`src/rtl/serback_pkg.sv`:
```
// Shared encodings for the serial backchannel transmitter: FSM states,
// register addresses, and status/control bit positions.
package serback_pkg;

  typedef enum logic [2:0] {
    S_IDLE,
    S_START,
    S_DATA,
    S_PARITY,
    S_STOP
  } tx_state_e;

  localparam logic [1:0] ADDR_DATA  = 2'd0;
  localparam logic [1:0] ADDR_DIVLO = 2'd1;
  localparam logic [1:0] ADDR_DIVHI = 2'd2;
  localparam logic [1:0] ADDR_CTRL  = 2'd3;

  localparam int ST_NOTFULL = 0;
  localparam int ST_EMPTY   = 1;
  localparam int ST_IDLE    = 2;
  localparam int ST_OVF     = 3;

  localparam int CTRL_PAR_EN  = 0;
  localparam int CTRL_PAR_ODD = 1;
  localparam int CTRL_OVF_CLR = 7;

endpackage

```
`src/rtl/serback_fifo.sv`:
```
// Byte-wide synchronous FIFO, depth 2**FIFO_AW. A push into a full FIFO is
// accepted only when a pop happens in the same cycle.
module serback_fifo #(
  parameter int FIFO_AW = 4
) (
  input  logic             clk,
  input  logic             rst,
  input  logic             push,
  input  logic             pop,
  input  logic [7:0]       wdata,
  output logic [7:0]       rdata,
  output logic             full,
  output logic             empty,
  output logic [FIFO_AW:0] count
);

  localparam int DEPTH = 2 ** FIFO_AW;

  logic [7:0]         mem [DEPTH];
  logic [FIFO_AW-1:0] wr_ptr;
  logic [FIFO_AW-1:0] rd_ptr;
  logic               do_push;
  logic               do_pop;

  assign do_pop  = pop && !empty;
  assign do_push = push && (!full || do_pop);

  always_ff @(posedge clk) begin
    if (do_push) mem[wr_ptr] <= wdata;
  end

  always_ff @(posedge clk or negedge rst) begin
    if (!rst) begin
      wr_ptr <= '0;
      rd_ptr <= '0;
      count  <= '0;
    end else begin
      if (do_push) wr_ptr <= wr_ptr + 1'b1;
      if (do_pop)  rd_ptr <= rd_ptr + 1'b1;
      case ({do_push, do_pop})
        2'b10:   count <= count + 1'b1;
        2'b01:   count <= count - 1'b1;
        default: ;
      endcase
    end
  end

  // count never exceeds DEPTH, so its MSB alone marks full
  assign full  = count[FIFO_AW];
  assign empty = (count == '0);
  assign rdata = mem[rd_ptr];

endmodule

```
`src/rtl/serback_fifo_tx.sv`:
```
// Buffered 8N1/8N2 UART transmitter with bus register file.
// Define SERBACK_PARITY_EN to build the optional parity bit and control bits 1:0.
module serback_fifo_tx
  import serback_pkg::*;
#(
  parameter int          FIFO_AW   = 4,
  parameter int          DIV_W     = 16,
  parameter int unsigned DIV_RESET = 434,
  parameter int          STOP_BITS = 1
) (
  input  logic       clk,
  input  logic       rst,
  input  logic       stb,
  input  logic       we,
  input  logic [1:0] addr,
  input  logic [7:0] data_in,
  output logic [7:0] data_out,
  output logic       txd,
  output logic       busy
);

  localparam int         DEPTH     = 2 ** FIFO_AW;
  localparam logic       STOP_LAST = 1'(STOP_BITS - 1);

  function automatic logic [DIV_W-1:0] clamp_div(input logic [DIV_W-1:0] d);
    return (d < DIV_W'(2)) ? DIV_W'(2) : d;
  endfunction

  tx_state_e          state_q, state_d;
  logic [DIV_W-1:0]   div_q, div_lat, baud_cnt;
  logic [2:0]         bit_idx;
  logic               stop_idx;
  logic [7:0]         shreg;
  logic               ovf_q, txd_q, txd_d, busy_q, tick;
  logic               wr_en, push_req, fifo_pop, fifo_full, fifo_empty;
  logic [7:0]         fifo_rdata;
  logic [FIFO_AW:0]   fifo_count;
`ifdef SERBACK_PARITY_EN
  logic               par_en_q, par_odd_q, par_on_q, par_bit_q;
`endif

  assign wr_en    = stb && we;
  assign push_req = wr_en && (addr == ADDR_DATA);

  serback_fifo #(.FIFO_AW(FIFO_AW)) u_fifo (
    .clk   (clk),
    .rst   (rst),
    .push  (push_req),
    .pop   (fifo_pop),
    .wdata (data_in),
    .rdata (fifo_rdata),
    .full  (fifo_full),
    .empty (fifo_empty),
    .count (fifo_count)
  );

  always_ff @(posedge clk or negedge rst) begin
    if (!rst) begin
      div_q     <= DIV_W'(DIV_RESET);
      ovf_q     <= 1'b0;
`ifdef SERBACK_PARITY_EN
      par_en_q  <= 1'b0;
      par_odd_q <= 1'b0;
`endif
    end else begin
      if (wr_en && addr == ADDR_DIVLO) div_q[7:0] <= data_in;
      if (wr_en && addr == ADDR_DIVHI) div_q <= DIV_W'({data_in, div_q[7:0]});
      if (wr_en && addr == ADDR_CTRL && data_in[CTRL_OVF_CLR]) ovf_q <= 1'b0;
      else if (push_req && fifo_full && !fifo_pop)             ovf_q <= 1'b1;
`ifdef SERBACK_PARITY_EN
      if (wr_en && addr == ADDR_CTRL) begin
        par_en_q  <= data_in[CTRL_PAR_EN];
        par_odd_q <= data_in[CTRL_PAR_ODD];
      end
`endif
    end
  end

  always_comb begin
    data_out = '0;
    case (addr)
      ADDR_DATA: begin
        data_out[ST_NOTFULL] = (fifo_count != (FIFO_AW+1)'(DEPTH));
        data_out[ST_EMPTY]   = (fifo_count == '0);
        data_out[ST_IDLE]    = fifo_empty && (state_q == S_IDLE);
        data_out[ST_OVF]     = ovf_q;
      end
      ADDR_DIVLO: data_out = div_q[7:0];
      ADDR_DIVHI: data_out = 8'(div_q >> 8);
      default: begin
`ifdef SERBACK_PARITY_EN
        data_out[CTRL_PAR_EN]  = par_en_q;
        data_out[CTRL_PAR_ODD] = par_odd_q;
`endif
      end
    endcase
  end

  assign tick = (baud_cnt == div_lat - 1'b1);

  always_comb begin
    state_d  = state_q;
    fifo_pop = 1'b0;
    txd_d    = 1'b1;
    case (state_q)
      S_IDLE: begin
        if (!fifo_empty) begin
          state_d  = S_START;
          fifo_pop = 1'b1;
        end
      end
      S_START: begin
        txd_d = 1'b0;
        if (tick) state_d = S_DATA;
      end
      S_DATA: begin
        txd_d = shreg[0];
        if (tick && bit_idx == 3'd7) begin
`ifdef SERBACK_PARITY_EN
          state_d = par_on_q ? S_PARITY : S_STOP;
`else
          state_d = S_STOP;
`endif
        end
      end
`ifdef SERBACK_PARITY_EN
      S_PARITY: begin
        txd_d = par_bit_q;
        if (tick) state_d = S_STOP;
      end
`endif
      S_STOP: begin
        if (tick && stop_idx == STOP_LAST) begin
          // chain straight into the next frame when more bytes are queued
          if (!fifo_empty) begin
            state_d  = S_START;
            fifo_pop = 1'b1;
          end else begin
            state_d = S_IDLE;
          end
        end
      end
      default: state_d = S_IDLE;
    endcase
  end

  always_ff @(posedge clk or negedge rst) begin
    if (!rst) begin
      state_q  <= S_IDLE;
      baud_cnt <= '0;
      bit_idx  <= '0;
      stop_idx <= 1'b0;
      div_lat  <= clamp_div(DIV_W'(DIV_RESET));
      txd_q    <= 1'b1;
      busy_q   <= 1'b0;
`ifdef SERBACK_PARITY_EN
      par_on_q <= 1'b0;
`endif
    end else begin
      state_q <= state_d;
      txd_q   <= txd_d;
      busy_q  <= !(fifo_empty && state_q == S_IDLE);
      if (fifo_pop) begin
        baud_cnt <= '0;
        bit_idx  <= '0;
        stop_idx <= 1'b0;
        div_lat  <= clamp_div(div_q);
`ifdef SERBACK_PARITY_EN
        par_on_q <= par_en_q;
`endif
      end else if (state_q != S_IDLE) begin
        baud_cnt <= tick ? '0 : baud_cnt + 1'b1;
        if (tick && state_q == S_DATA) bit_idx  <= bit_idx + 1'b1;
        if (tick && state_q == S_STOP) stop_idx <= stop_idx + 1'b1;
      end
    end
  end

  always_ff @(posedge clk) begin
    if (fifo_pop) begin
      shreg <= fifo_rdata;
`ifdef SERBACK_PARITY_EN
      par_bit_q <= (^fifo_rdata) ^ par_odd_q;
`endif
    end else if (state_q == S_DATA && tick) begin
      shreg <= shreg >> 1;
    end
  end

  assign txd  = txd_q;
  assign busy = busy_q;

endmodule
```
`config.mk`:
```
export PLATFORM = sky130hd
export DESIGN_NAME = serback_fifo_tx
export DESIGN_NICKNAME = d
export VERILOG_FILES = /design/src/rtl/serback_pkg.sv /design/src/rtl/serback_fifo.sv /design/src/rtl/serback_fifo_tx.sv
export SDC_FILE = /design/constraint.sdc
export NUM_CORES = 1
export LEC_CHECK = 0
export ABC_CLOCK_PERIOD_IN_PS = 5300
export CORE_UTILIZATION = 43
export DETAILED_ROUTE_END_ITERATION = 16
export SLEW_MARGIN = 10
export SYNTH_ARGS = -nofsm -noshare
export SYNTH_HDL_FRONTEND = slang
export SYNTH_SLANG_ARGS = --single-unit
```
`constraint.sdc`:
```
create_clock -name clk -period 5.3 [get_ports clk]
set_input_delay 0.795 -clock clk [delete_from_list [all_inputs] [get_ports clk]]
set_output_delay 0.795 -clock clk [all_outputs]
set_load 0.1 [all_outputs]
```
==> reports/results.txt <==
Status -> completed
Critical Path RT -> 5.69 ns
Sequential share of power -> 0.429
EDFF count, synth -> 136
R2R Setup Slk -> 0.93 ns
Vias -> 5834
Clock power share -> 0.307
Synth cell count leaders -> edfxtp_1 (136), dfrtp_1 (60), nor2_1 (44), nand2_1 (41), o21ai_0 (29)
Routability cong. -> 0.862
Largest net degree at the start of global routing -> 72
Tcrit/Tclk final -> 0.825
Die footprint -> 22500 sq um
Detail Placement HPWL -> 14.6 mm
Gr usage total -> 0.197
Worst Reg-to-Reg Cells -> 18
Skew-Pair Late Insertion Delay -> 0.51 ns
Antenna diodes -> 0
Placed Instance Area -> 9910 sq um
Nets -> 732
Slew Limit Headroom -> 0.345
Total gr overflow -> 0
Clock-pin slew on the worst setup and hold paths -> 0.06 ns
Mapped Cells -> 677
Starting Density -> 0.443
RR Startpoint -> div_lat[0]$_DFFE_PN0N_
Max rail drop VDD -> 0.254 mV
Int Pwr -> 3.54 mW
Async S/R FF share, synth -> 0.343
Register area share after synthesis -> 0.624
Crit path from -> div_lat[0]$_DFFE_PN0N_
Die W -> 150 um
Root Buffer -> clkbuf_16
Reg area -> 5880 sq um
Synthesis-to-layout area growth -> 13.5%
Htree depth -> 1
Vias per cell -> 5.88
Worst path arrival time -> 4.77 ns
Switching Share -> 0.325
Max clock buf depth -> 3
Busiest grt layer -> met2
Worst setup EP type -> flip-flop
Setup Fix Bufs, Post-CTS -> 0
WS Path Type -> flip-flop to flip-flop
First DRT Iteration DRCs -> 465
Layout cells sized above 1 -> 0.157
Met1 global-route usage -> 0.255
CTS Hold Buffers Added -> 0
Final Hold Fails -> 0
CTS tree -> built
First-pass DRT Iterations -> 5
Max-slew violations -> 0
Syn Nets -> 708
First-pass GRT wire length -> 33.0 mm
Slew @ Worst Pin -> 0.980 ns
Synthesized flop and latch total -> 207
Synthesis Warnings -> 0
Post-CTS sizing -> 0
Most common cell in the netlist -> edfxtp_1
Synth top area cells -> edfxtp_1 (43%), dfrtp_1 (16%), mux4_2 (5.5%)
Hold WC Path Type -> input pin to async pin
Clock sink count -> 207
RSZ-0062 raised after global routing -> false
Vias in the first global route -> 5830
Worst reg2reg path endpoint -> u_fifo.count[4]$_DFFE_PN0P_
Fillers -> 1813
Total power divided by cell area -> 490 nW/um^2
Drt wl/cell -> 21.7 um
Maxcap violations -> 0
Multi-input logic area -> 3330 sq um
Routing usage on met2 -> 0.334
M3 GR Usage -> 0.0317
Fmax -> 229 MHz
Core area -> 21200 sq um
Cell variety after synth -> 62
Number of top-level pins -> 24
Non-Filler Cell Area, Final -> 10700 sq um
Setup skew after layout -> 0.00869 ns
Final setup vio count -> 0
Logic pwr share -> 0.264
Final ANT Viol Nets -> 0
Yosys top cell by area -> edfxtp_1
Residual DRC -> 0
TNS Setup -> 0 ns
Routed WL -> 21.6 mm
Worst-path maximum fanout -> 9
Input/output buffers -> 23
Static Leak -> 3.87 nW
Mapped Area -> 9410 sq um
Post-synthesis area per instance -> 13.9 sq um
Die H -> 150 um
Commonest register cell after synthesis -> edfxtp_1
Initial antenna violation count -> 0
Startpoint types -> flip-flop
Top cell type's share of synthesized area -> 0.434
Clock buffer count from CTS -> 23
Psw -> 1.70 mW
Floorplan row count -> 53
Period minus WS final -> 4.37 ns
[state kept, by name, summed over array words and instances (netlist names)]
register       count
stop_idx           1
u_fifo.count       5
div_q             16
busy               1
u_fifo.mem       128
u_fifo.wr_ptr      4
baud_cnt          16
txd                1
u_fifo.rd_ptr      4
div_lat           16
state_q            3
bit_idx            3
ovf_q              1
shreg              8
[routing by layer]
| metal | part of all wire | up-vias |
|---|---|---|
| met3 | 0.056 | 43 |
| li1 | - | 2642 |
| met4 | 0.033 | 0 |
| met1 | 0.42 | 2962 |
| met2 | 0.49 | 187 |
| met5 | 0 | - |
[cell usage in the layout, fill, tap and decap left out, types with 4 or more instances in the layout]
| cell | netlist | final |
|---|---|---|
| nor2_1 | 44 | 44 |
| edfxtp_1 | 136 | 136 |
| clkbuf_1 | 24 | 5 |
| o31ai_1 | 5 | 5 |
| a22oi_1 | 6 | 6 |
| nor2b_1 | 8 | 8 |
| clkbuf_16 | 0 | 23 |
| dfrtp_1 | 60 | 59 |
| nor3_1 | 18 | 18 |
| nand2b_1 | 11 | 11 |
| mux2_1 | 12 | 12 |
| a222oi_1 | 11 | 11 |
| nand4_1 | 5 | 5 |
| a21o_1 | 14 | 14 |
| a21oi_1 | 17 | 17 |
| dfstp_2 | 11 | 11 |
| buf_4 | 2 | 11 |
| clkinvlp_4 | 0 | 4 |
| nor3b_1 | 7 | 7 |
| inv_1 | 18 | 18 |
| mux4_2 | 23 | 23 |
| ha_1 | 17 | 17 |
| a221oi_1 | 10 | 10 |
| o21ai_0 | 29 | 29 |
| xnor2_1 | 16 | 16 |
| clkdlybuf4s50_1 | 0 | 21 |
| nand3_1 | 14 | 14 |
| mux2i_1 | 19 | 19 |
| mux2_2 | 19 | 19 |
| nor4_1 | 9 | 9 |
| and3_1 | 6 | 6 |
| nand2_1 | 41 | 41 |
| xor2_1 | 17 | 17 |
[cell type report]
cell class | count | share of cell area
Clock buffer | 29 | 0.0569
Clock inverter | 13 | 0.0151
Inverter | 18 | 0.00633
Multi-Input combinational cell | 419 | 0.312
Sequential cell | 207 | 0.550
Tap cell | 275 | 0.0322
Timing Repair Buffer | 32 | 0.0274
[through the flow]
stage / hold slack, ns / std cells / setup slack (ns) / power, mW / util
5_1_grt: 0.515 / 993 / 0.580 / 5.50 / 0.503
2_1_floorplan: 0.449 / 677 / 1.36 / 3.27 / -
6_report: 0.404 / 993 / 0.926 / 5.24 / 0.503
3_3_place_gp: 0.493 / 951 / 1.16 / 3.64 / 0.467
3_5_place_dp: 0.505 / 951 / 0.977 / 3.67 / 0.467
4_1_cts: 0.463 / 993 / 0.932 / 5.28 / 0.503
[worst max-delay path: stages (launching register included)]
cell and delay (ns):
dfrtp_1 0.42, inv_1 0.10, ha_1 0.21, or4b_1 0.53, nor2_1 0.18, a31oi_1 0.08, a2111oi_2 0.38, nand2_2 0.19
o31ai_4 0.47, inv_1 0.13, ha_1 0.31, xor2_1 0.18, ha_1 0.23, o21ai_0 0.20, a21oi_1 0.09, a21oi_1 0.19
xor2_1 0.16, nor2_1 0.06, xor2_1 0.14
[power by group through the flow]
stage	clock [mW]	sequential (mW)	combinational [mW]
6_report	1.61	2.25	1.38
3_5_place_dp	0	2.28	1.39
2_1_floorplan	0	2.11	1.16
4_1_cts	1.63	2.25	1.40
3_3_place_gp	0	2.27	1.37
5_1_grt	1.70	2.29	1.51
[kinds of logic (layout without fill, tap and decap cells)]
logic type               count (synthesis)  count (layout)  share of synthesized area
flip-flops                             207             207                      0.624
multiplexers                            73              73                      0.112
AO/OA/AOI/OAI                          115             115                     0.0896
XOR/XNOR                                33              33                     0.0307
buffers and inverters                   51              92                     0.0218
AND/OR/NAND/NOR                        181             181                     0.0987
adder cells (fa/ha/maj)                 17              17                     0.0226
[worst max-delay path by stage]
stage                             endpoint  slack [ns]  cells after the start
6_report       u_fifo.count[4]$_DFFE_PN0P_        0.93                     18
5_1_grt        u_fifo.count[4]$_DFFE_PN0P_        0.58                     18
4_1_cts        u_fifo.count[4]$_DFFE_PN0P_        0.93                     18
3_5_place_dp   u_fifo.count[4]$_DFFE_PN0P_        0.98                     18
3_3_place_gp   u_fifo.count[4]$_DFFE_PN0P_        1.16                     18
2_1_floorplan  u_fifo.count[4]$_DFFE_PN0P_        1.36                     19
No activity file was read; power rests on OpenSTA's default activity.
